### config.mk
export PLATFORM = sky130hd
export DESIGN_NAME = async_out_pacer
export DESIGN_NICKNAME = d
export VERILOG_FILES = /design/src/rtl/async_out_pacer_pkg.sv /design/src/rtl/async_out_fifo.sv /design/src/rtl/async_out_pacer.sv
export SDC_FILE = /design/constraint.sdc
export NUM_CORES = 1
export LEC_CHECK = 0
export CAP_MARGIN = 10
export CORE_MARGIN = 4
export CORE_UTILIZATION = 35
export DETAILED_ROUTE_END_ITERATION = 10
export DONT_BUFFER_PORTS = 1
export GPL_TIMING_DRIVEN = 0
export MAX_ROUTING_LAYER = met4
export SLEW_MARGIN = 5
export SYNTH_ARGS = -nofsm -noshare
export SYNTH_HDL_FRONTEND = slang
export SYNTH_SLANG_ARGS = --single-unit
### constraint.sdc
create_clock -name clk -period 3.4 [get_ports clk]
set_input_delay 0.17 -clock clk [delete_from_list [all_inputs] [get_ports clk]]
set_output_delay 0.17 -clock clk [all_outputs]
set_load 0.05 [all_outputs]
### src/rtl/async_out_pacer_pkg.sv
// Shared constants and FSM state encodings for the async output pacer.
// DEFAULT_HOLD is also used to size the receive-side input filter.
package async_out_pacer_pkg;

    localparam int DEFAULT_HOLD  = 32;
    localparam int DEFAULT_DEPTH = 4;

    // Encoding 2'd3 is unused and recovers to ST_IDLE.
    typedef enum logic [1:0] {
        ST_IDLE = 2'd0,
        ST_SEND = 2'd1,
        ST_GAP  = 2'd2
    } pacer_state_e;

endpackage

### src/rtl/async_out_fifo.sv
// DEPTH x 1 first-word-fall-through FIFO used as the symbol queue of async_out_pacer.
module async_out_fifo #(
    parameter int DEPTH = 4
) (
    input  logic clk,
    input  logic rst,
    input  logic push_i,
    input  logic data_i,
    input  logic pop_i,
    output logic data_o,
    output logic full_o,
    output logic empty_o
);

    localparam int AW = $clog2(DEPTH);
    localparam logic [AW:0] FULL_COUNT = DEPTH[AW:0];

    logic [DEPTH-1:0] mem_q;
    logic [AW-1:0]    wrPtr_q, wrPtr_d;
    logic [AW-1:0]    rdPtr_q, rdPtr_d;
    logic [AW:0]      count_q, count_d;
    logic             pushOk;
    logic             popOk;

    assign full_o  = (count_q == FULL_COUNT);
    assign empty_o = (count_q == '0);
    assign data_o  = mem_q[rdPtr_q];

    // A push while full is dropped even if a pop happens in the same cycle.
    assign pushOk = push_i & ~full_o;
    assign popOk  = pop_i & ~empty_o;

    always_comb begin
        wrPtr_d = wrPtr_q;
        rdPtr_d = rdPtr_q;
        count_d = count_q;
        if (pushOk) begin
            wrPtr_d = wrPtr_q + AW'(1);
        end
        if (popOk) begin
            rdPtr_d = rdPtr_q + AW'(1);
        end
        case ({pushOk, popOk})
            2'b10:   count_d = count_q + (AW+1)'(1);
            2'b01:   count_d = count_q - (AW+1)'(1);
            default: count_d = count_q;
        endcase
    end

    always_ff @(posedge clk) begin
        if (rst) begin
            wrPtr_q <= '0;
            rdPtr_q <= '0;
            count_q <= '0;
        end else begin
            wrPtr_q <= wrPtr_d;
            rdPtr_q <= rdPtr_d;
            count_q <= count_d;
        end
    end

    // Storage needs no reset; the count guards every read.
    always_ff @(posedge clk) begin
        if (pushOk) begin
            mem_q[wrPtr_q] <= data_i;
        end
    end

endmodule

### src/rtl/async_out_pacer.sv
// Paces a 1-bit symbol stream onto a slow async pin, HOLD clocks per symbol plus a trailing gap.
// Define ASYNC_OUT_SB_IO_EN to drive the pin through a registered SB_IO (adds one clock of latency).
module async_out_pacer
    import async_out_pacer_pkg::*;
#(
    parameter int   HOLD       = DEFAULT_HOLD,
    parameter int   DEPTH      = DEFAULT_DEPTH,
    parameter logic IDLE_LEVEL = 1'b1
) (
    input  logic clk,
    input  logic rst,
    input  logic in_valid,
    input  logic in_data,
    output logic in_ready,
    output logic busy,
    output logic pin
);

    localparam int            CW         = $clog2(HOLD);
    localparam logic [CW-1:0] CNT_RELOAD = CW'(HOLD - 1);

    pacer_state_e  state_q, state_d;
    logic [CW-1:0] cnt_q, cnt_d;
    logic          pinReg_q, pinReg_d;
    logic          fifoPush;
    logic          fifoPop;
    logic          fifoHead;
    logic          fifoFull;
    logic          fifoEmpty;

    // in_ready depends only on registered FIFO state, never on this cycle's pop.
    assign in_ready = ~fifoFull & ~rst;
    assign fifoPush = in_valid & in_ready;
    assign busy     = ~fifoEmpty | (state_q != ST_IDLE);

    async_out_fifo #(
        .DEPTH (DEPTH)
    ) u_fifo (
        .clk     (clk),
        .rst     (rst),
        .push_i  (fifoPush),
        .data_i  (in_data),
        .pop_i   (fifoPop),
        .data_o  (fifoHead),
        .full_o  (fifoFull),
        .empty_o (fifoEmpty)
    );

    // Counter is reloaded on reaching zero so every symbol and gap lasts exactly HOLD clocks.
    always_comb begin
        state_d  = state_q;
        cnt_d    = cnt_q;
        pinReg_d = pinReg_q;
        fifoPop  = 1'b0;
        case (state_q)
            ST_IDLE: begin
                pinReg_d = IDLE_LEVEL;
                if (!fifoEmpty) begin
                    fifoPop  = 1'b1;
                    pinReg_d = fifoHead;
                    cnt_d    = CNT_RELOAD;
                    state_d  = ST_SEND;
                end
            end
            ST_SEND: begin
                if (cnt_q == '0) begin
                    cnt_d = CNT_RELOAD;
                    if (!fifoEmpty) begin
                        fifoPop  = 1'b1;
                        pinReg_d = fifoHead;
                    end else begin
                        pinReg_d = IDLE_LEVEL;
                        state_d  = ST_GAP;
                    end
                end else begin
                    cnt_d = cnt_q - CW'(1);
                end
            end
            ST_GAP: begin
                pinReg_d = IDLE_LEVEL;
                if (cnt_q == '0) begin
                    state_d = ST_IDLE;
                end else begin
                    cnt_d = cnt_q - CW'(1);
                end
            end
            default: begin
                pinReg_d = IDLE_LEVEL;
                cnt_d    = '0;
                state_d  = ST_IDLE;
            end
        endcase
    end

    always_ff @(posedge clk) begin
        if (rst) begin
            state_q  <= ST_IDLE;
            cnt_q    <= '0;
            pinReg_q <= IDLE_LEVEL;
        end else begin
            state_q  <= state_d;
            cnt_q    <= cnt_d;
            pinReg_q <= pinReg_d;
        end
    end

`ifdef ASYNC_OUT_SB_IO_EN
    SB_IO #(
        .PIN_TYPE (6'b0101_01),
        .PULLUP   (1'b0)
    ) u_pin_io (
        .PACKAGE_PIN   (pin),
        .CLOCK_ENABLE  (1'b1),
        .OUTPUT_CLK    (clk),
        .OUTPUT_ENABLE (1'b1),
        .D_OUT_0       (pinReg_q)
    );
`else
    assign pin = pinReg_q;
`endif

endmodule

; ---- Word-level counts from Yosys, hierarchy flattened
; Cells that the tools add are included.
[word_totals]
reg_bits = 19
in_bits = 4
output_inout_bits = 3
[op_classes]
add_sub_neg = 5
n_lt_le_gt_ge = 3
eq_ne = 10
mux = 21
bitwise = 8
n_reduce_logical = 8
[ops]
columns = op, count
row1 = $mux 5, 3
row2 = $pmux 5 s3, 1
row3 = $ne 2x2->1 const B, 5
row4 = $mux 2, 4
row5 = $lt 2x3->1 const B, 2
row6 = $mux 1, 6
row7 = $pmux 2 s3, 1
row8 = $pmux 3 s2, 1
row9 = $logic_not 5->1, 1
row10 = $sub 5x1->5 const B, 1
row11 = $add 2x1->2 const B, 2
row12 = $and 1x1->1, 4
row13 = $bwmux 4, 1
row14 = $eq 2x1->1 const B, 2
row15 = $eq 2x2->1 const B, 2
row16 = $pmux 1 s2, 2
row17 = $reduce_and 4->1, 1
row18 = $reduce_bool 2->1, 2
row19 = $add 3x1->3 const B, 1
row20 = $eq 3x3->1 const B, 1
row21 = $logic_not 3->1, 1
row22 = $not 1->1, 3
row23 = $sub 3x1->3 const B, 1
row24 = $bmux 1 s2, 1
row25 = other kinds (6), 6

; ---- Longest topological paths before layout
[depth]
ltp_word = 7
mapped_depth = 11
depth_no_buf = 10

; ---- By module
; Synthesis repeated with hierarchy kept, for this count alone.
[hier_totals]
hier_cells = 120
area_unflattened_um2 = 1108.6
[modules_own_cells]
columns = mod, n_inst, cells_per_inst, area_each_um2, seq_area_each_um2
row1 = async_out_fifo, 1, 55, 570.5, 260.2
row2 = async_out_pacer, 1, 65, 538.0, 160.2

; ---- Worst setup path before layout
; No wires, ideal clock.
[synth_timing]
path_kind = reg2reg
from = register cnt_q[0]
to = register u_fifo.count_q[2]
t_arrival_ns = 2.712
setup_slack_ns = 0.617
stages_incl_launch_ff = 12
period_less_slack_ns = 2.783
cell_sequence = dfxtp_1 > inv_1 > ha_1 > or4b_4 > buf_6 > a211oi_2 > ha_1 > inv_1 > fa_1 > xor2_1 > or3_1 > a21oi_1
[synth_between]
elab_chain_len = 6
word_cells_on_any_way = 8
[synth_rtl]
columns = element, line_no
row1 = "start, declared", async_out_pacer.sv:23  ; logic [CW-1:0] cnt_q, cnt_d;
row2 = "start signal, assigned", async_out_pacer.sv:102  ; cnt_q <= cnt_d;
row3 = $logic_not 5->1 (*), async_out_pacer.sv:66  ; if (cnt_q == '0) begin
row4 = $mux 1 (*), async_out_pacer.sv:66
row5 = $pmux 1 s2 (*), async_out_pacer.sv:55  ; case (state_q)
row6 = $and 1x1->1 (*), async_out_fifo.sv:31  ; assign popOk = pop_i & ~empty_o;
row7 = net u_fifo.popOk, async_out_fifo.sv:23  ; logic popOk;
row8 = $eq 2x1->1 or $eq 2x2->1 (tied branches), async_out_fifo.sv:43  ; case ({pushOk, popOk})
row9 = $pmux 3 s2 or $reduce_bool 2->1 (tied branches), -
row10 = "end signal, assigned", async_out_fifo.sv:58  ; count_q <= count_d;
row11 = "end, declared", async_out_fifo.sv:21  ; logic [AW:0] count_q, count_d;
; Mark *: on every way through the listed nets, which the timed path passes. The rest lies on a longest branch.
; A chain may end at the register's enable or synchronous reset.

; ---- Worst setup path after layout
; Ends and elaborated chain as after synthesis.

==> out/metrics.csv <==
metric,value,unit
nets,130,
numPortBuffers,0,
drt_iter0_drc,42,
routed_wirelength,1.952,mm
core_area,3053,um^2
final-hold-violation-count,0,
cts_buffers,3,
placementRows,20,
dp.cells,157,
grt_pass1_vias,847,
avgSynthCellArea,9.899,um^2
drive_gt1_frac,0.1356,
synthesis.nets,124,
dr.pass1.iters,4,
io-pin-count,7,
p_leak,0.4624,nW
vias,815,
end_kind,register,
ys_warn_count,0,
cp_data_arrival_time,3300,ps
grt_pass1_wl,3.629,mm
gp_congestion,0.7961,
cts_setup_buffers,0,
dieArea,4164,um^2
cts_buffer_depth,2,
grt_max_degree,11,
finalClockSkew,15.12,ps
critPathLaunchType,register,
rsz0062_at_grt,no,
drv_cap,0,
grt-ovfl-total,0,
nFillCells,317,
route.detailed.drc,0,
period_needed,3063,ps
critPathKind,register to register,
clkLatencyLatePin,300,ps
synth_edf_count,4,
tns,0,ps
powerDensity,953.2,nW/um^2
finalMaxSlewViolations,0,
die_w,64.53,um
die_h,64.53,um
cp_data_required_time,3640,ps
cts_tree,yes,
final_antenna_net_count,0,
area_growth,8.165,%
vias_per_cell,5.031,
diodes,0,
cts_root_buf,clkbuf_4,
postSynth.asyncResetShare,0,
ys_types,45,
final.period_utilization,0.9008,
clk_pin_slew_worst_paths,120,ps
worst_pin_slew,881.6,ps
status,finished clean,
ys_ff_latch,19,
ys_seq_area_frac,0.3758,
crit_fanout,10,
cts_htree_levels,1,
dpl.hpwl,1.437,mm
stdcell_count,162,
max_clock_freq,326.5,MHz
ir_worst_vdd,0.3978,mV
netlist_instances,113,
wire_per_inst,12.05,um
syn_area,1119,um^2
setup_violations,0,
maxSlewHeadroom,0.4101,
start_util,0.3664,
antenna_found_initial,0,
synthFlopType,dfxtp_1,
clock_sinks,19,
min_path_type,primary input to register,
grt.total_usage,0.1102,
layer usage:
metal | part of all wire | global-route usage | wire length, um | vias up
met4 | 0.0097 | 0.02375 | 19 | 0
li1 | - | - | - | 413
met1 | 0.50 | 0.1345 | 976 | 389
met2 | 0.46 | 0.1817 | 896 | 11
met5 | 0 | - | 0 | -
met3 | 0.030 | 0.03120 | 59 | 2
stage by stage:
step / util / total power [mW] / cell area [um^2] / hold slack [ps] / setup WS [ps]
after detailed placement: 0.3844 / 1.041 / 1174 / 269.1 / 372.9
after floorplan: - / 0.9300 / 1119 / 268.9 / 617.3
final: 0.3963 / 1.153 / 1210 / 244.8 / 337.2
after CTS: 0.3963 / 1.164 / 1210 / 237.7 / 328.1
after global routing: 0.3963 / 1.258 / 1210 / 259.1 / 148.3
after global placement: 0.3844 / 1.018 / 1174 / 269.1 / 441.4
worst max-delay path, stage by stage, from the launching register on:
cell and delay [ps]:
dfxtp_1 360, inv_1 120, ha_1 300, or4b_4 510
buf_6 160, a211oi_2 270, ha_1 220, inv_1 60
fa_1 370, xor2_1 160, or3_1 310, a21oi_1 140
synthesized netlist by cell type (2+ instances only):
cell type / number / area share
nor4_1: 2 / 0.011
and2_1: 4 / 0.022
dfxtp_1: 15 / 0.27
edfxtp_1: 4 / 0.11
a211oi_1: 2 / 0.013
buf_6: 2 / 0.020
inv_1: 9 / 0.030
clkbuf_1: 5 / 0.017
xor2_1: 2 / 0.016
nand2_1: 3 / 0.010
a21o_1: 4 / 0.027
nor2_1: 10 / 0.034
xnor2_1: 2 / 0.016
nand2b_1: 2 / 0.011
nor3b_1: 3 / 0.020
o21ai_0: 4 / 0.018
ha_1: 6 / 0.067
a31o_2: 2 / 0.016
a221oi_1: 2 / 0.016
a21oi_1: 4 / 0.018
mux2_2: 2 / 0.020
layout by cell type (no fill, tap or decap), drive strengths merged, types with 2 or more instances in the layout:
master  instances
clkbuf          9
edfxtp          4
buf             3
nor2           10
inv             9
nor4            2
nor3b           3
nand2           3
dfxtp          15
and2            4
nor3            2
ha              6
a31o            2
xor2            2
a21oi           4
a211oi          3
mux2            4
nand2b          2
o21ai           4
a21o            4
xnor2           2
a221oi          3
where the power goes:
group          switching, mW  internal, mW  total (mW)
registers             0.0760         0.302       0.378
logic                  0.365         0.296       0.661
clock network         0.0693        0.0457       0.115
what timing repair did:
action                                  in CTS  in global routing
hold endpoints to repair                     4                  0
hold buffers                                 1                  0
endpoints found under the setup margin       0                  0
resized for setup                            0                  0
flip-flops by register name (all words and copies together) (netlist names):
signal and count:
u_fifo.count_q 3, u_fifo.mem_q 4, pin 1, state_q 2, u_fifo.rdPtr_q 2, u_fifo.wrPtr_q 2
cnt_q 5
final timing paths:
| kind | startpoint | to | slack, ps | depth (start not counted) |
|---|---|---|---|---|
| max | cnt_q[0] | u_fifo.count_q[2] | 340 | 11 |
| max reg2reg | cnt_q[0] | u_fifo.count_q[2] | 340 | 11 |
| min reg2reg | u_fifo.wrPtr_q[0] | u_fifo.wrPtr_q[0] | 530 | 1 |
| min | in_valid | u_fifo.wrPtr_q[0] | 240 | 2 |
cells by family after synthesis:
family | after synthesis | share of synthesized area
XOR/XNOR | 4 | 0.03133
AO/OA/AOI/OAI | 28 | 0.1969
multiplexers | 6 | 0.07270
AND/OR/NAND/NOR | 32 | 0.1678
buffers and inverters | 17 | 0.07046
adder cells (fa/ha/maj) | 7 | 0.08501
flip-flops | 19 | 0.3758
area by class of cell:
| cell class | instances | area, um^2 | area share |
|---|---|---|---|
| multi-input cells | 77 | 619.3 | 0.5119 |
| flip-flops and latches | 19 | 420.4 | 0.3475 |
| well taps | 44 | 55.05 | 0.04550 |
| plain buffers | 8 | 45.04 | 0.03723 |
| inverters | 9 | 33.78 | 0.02792 |
| clock buffers | 4 | 26.28 | 0.02172 |
| repair buffers | 1 | 10.01 | 0.008273 |
Power figures use the tool's default switching activity.
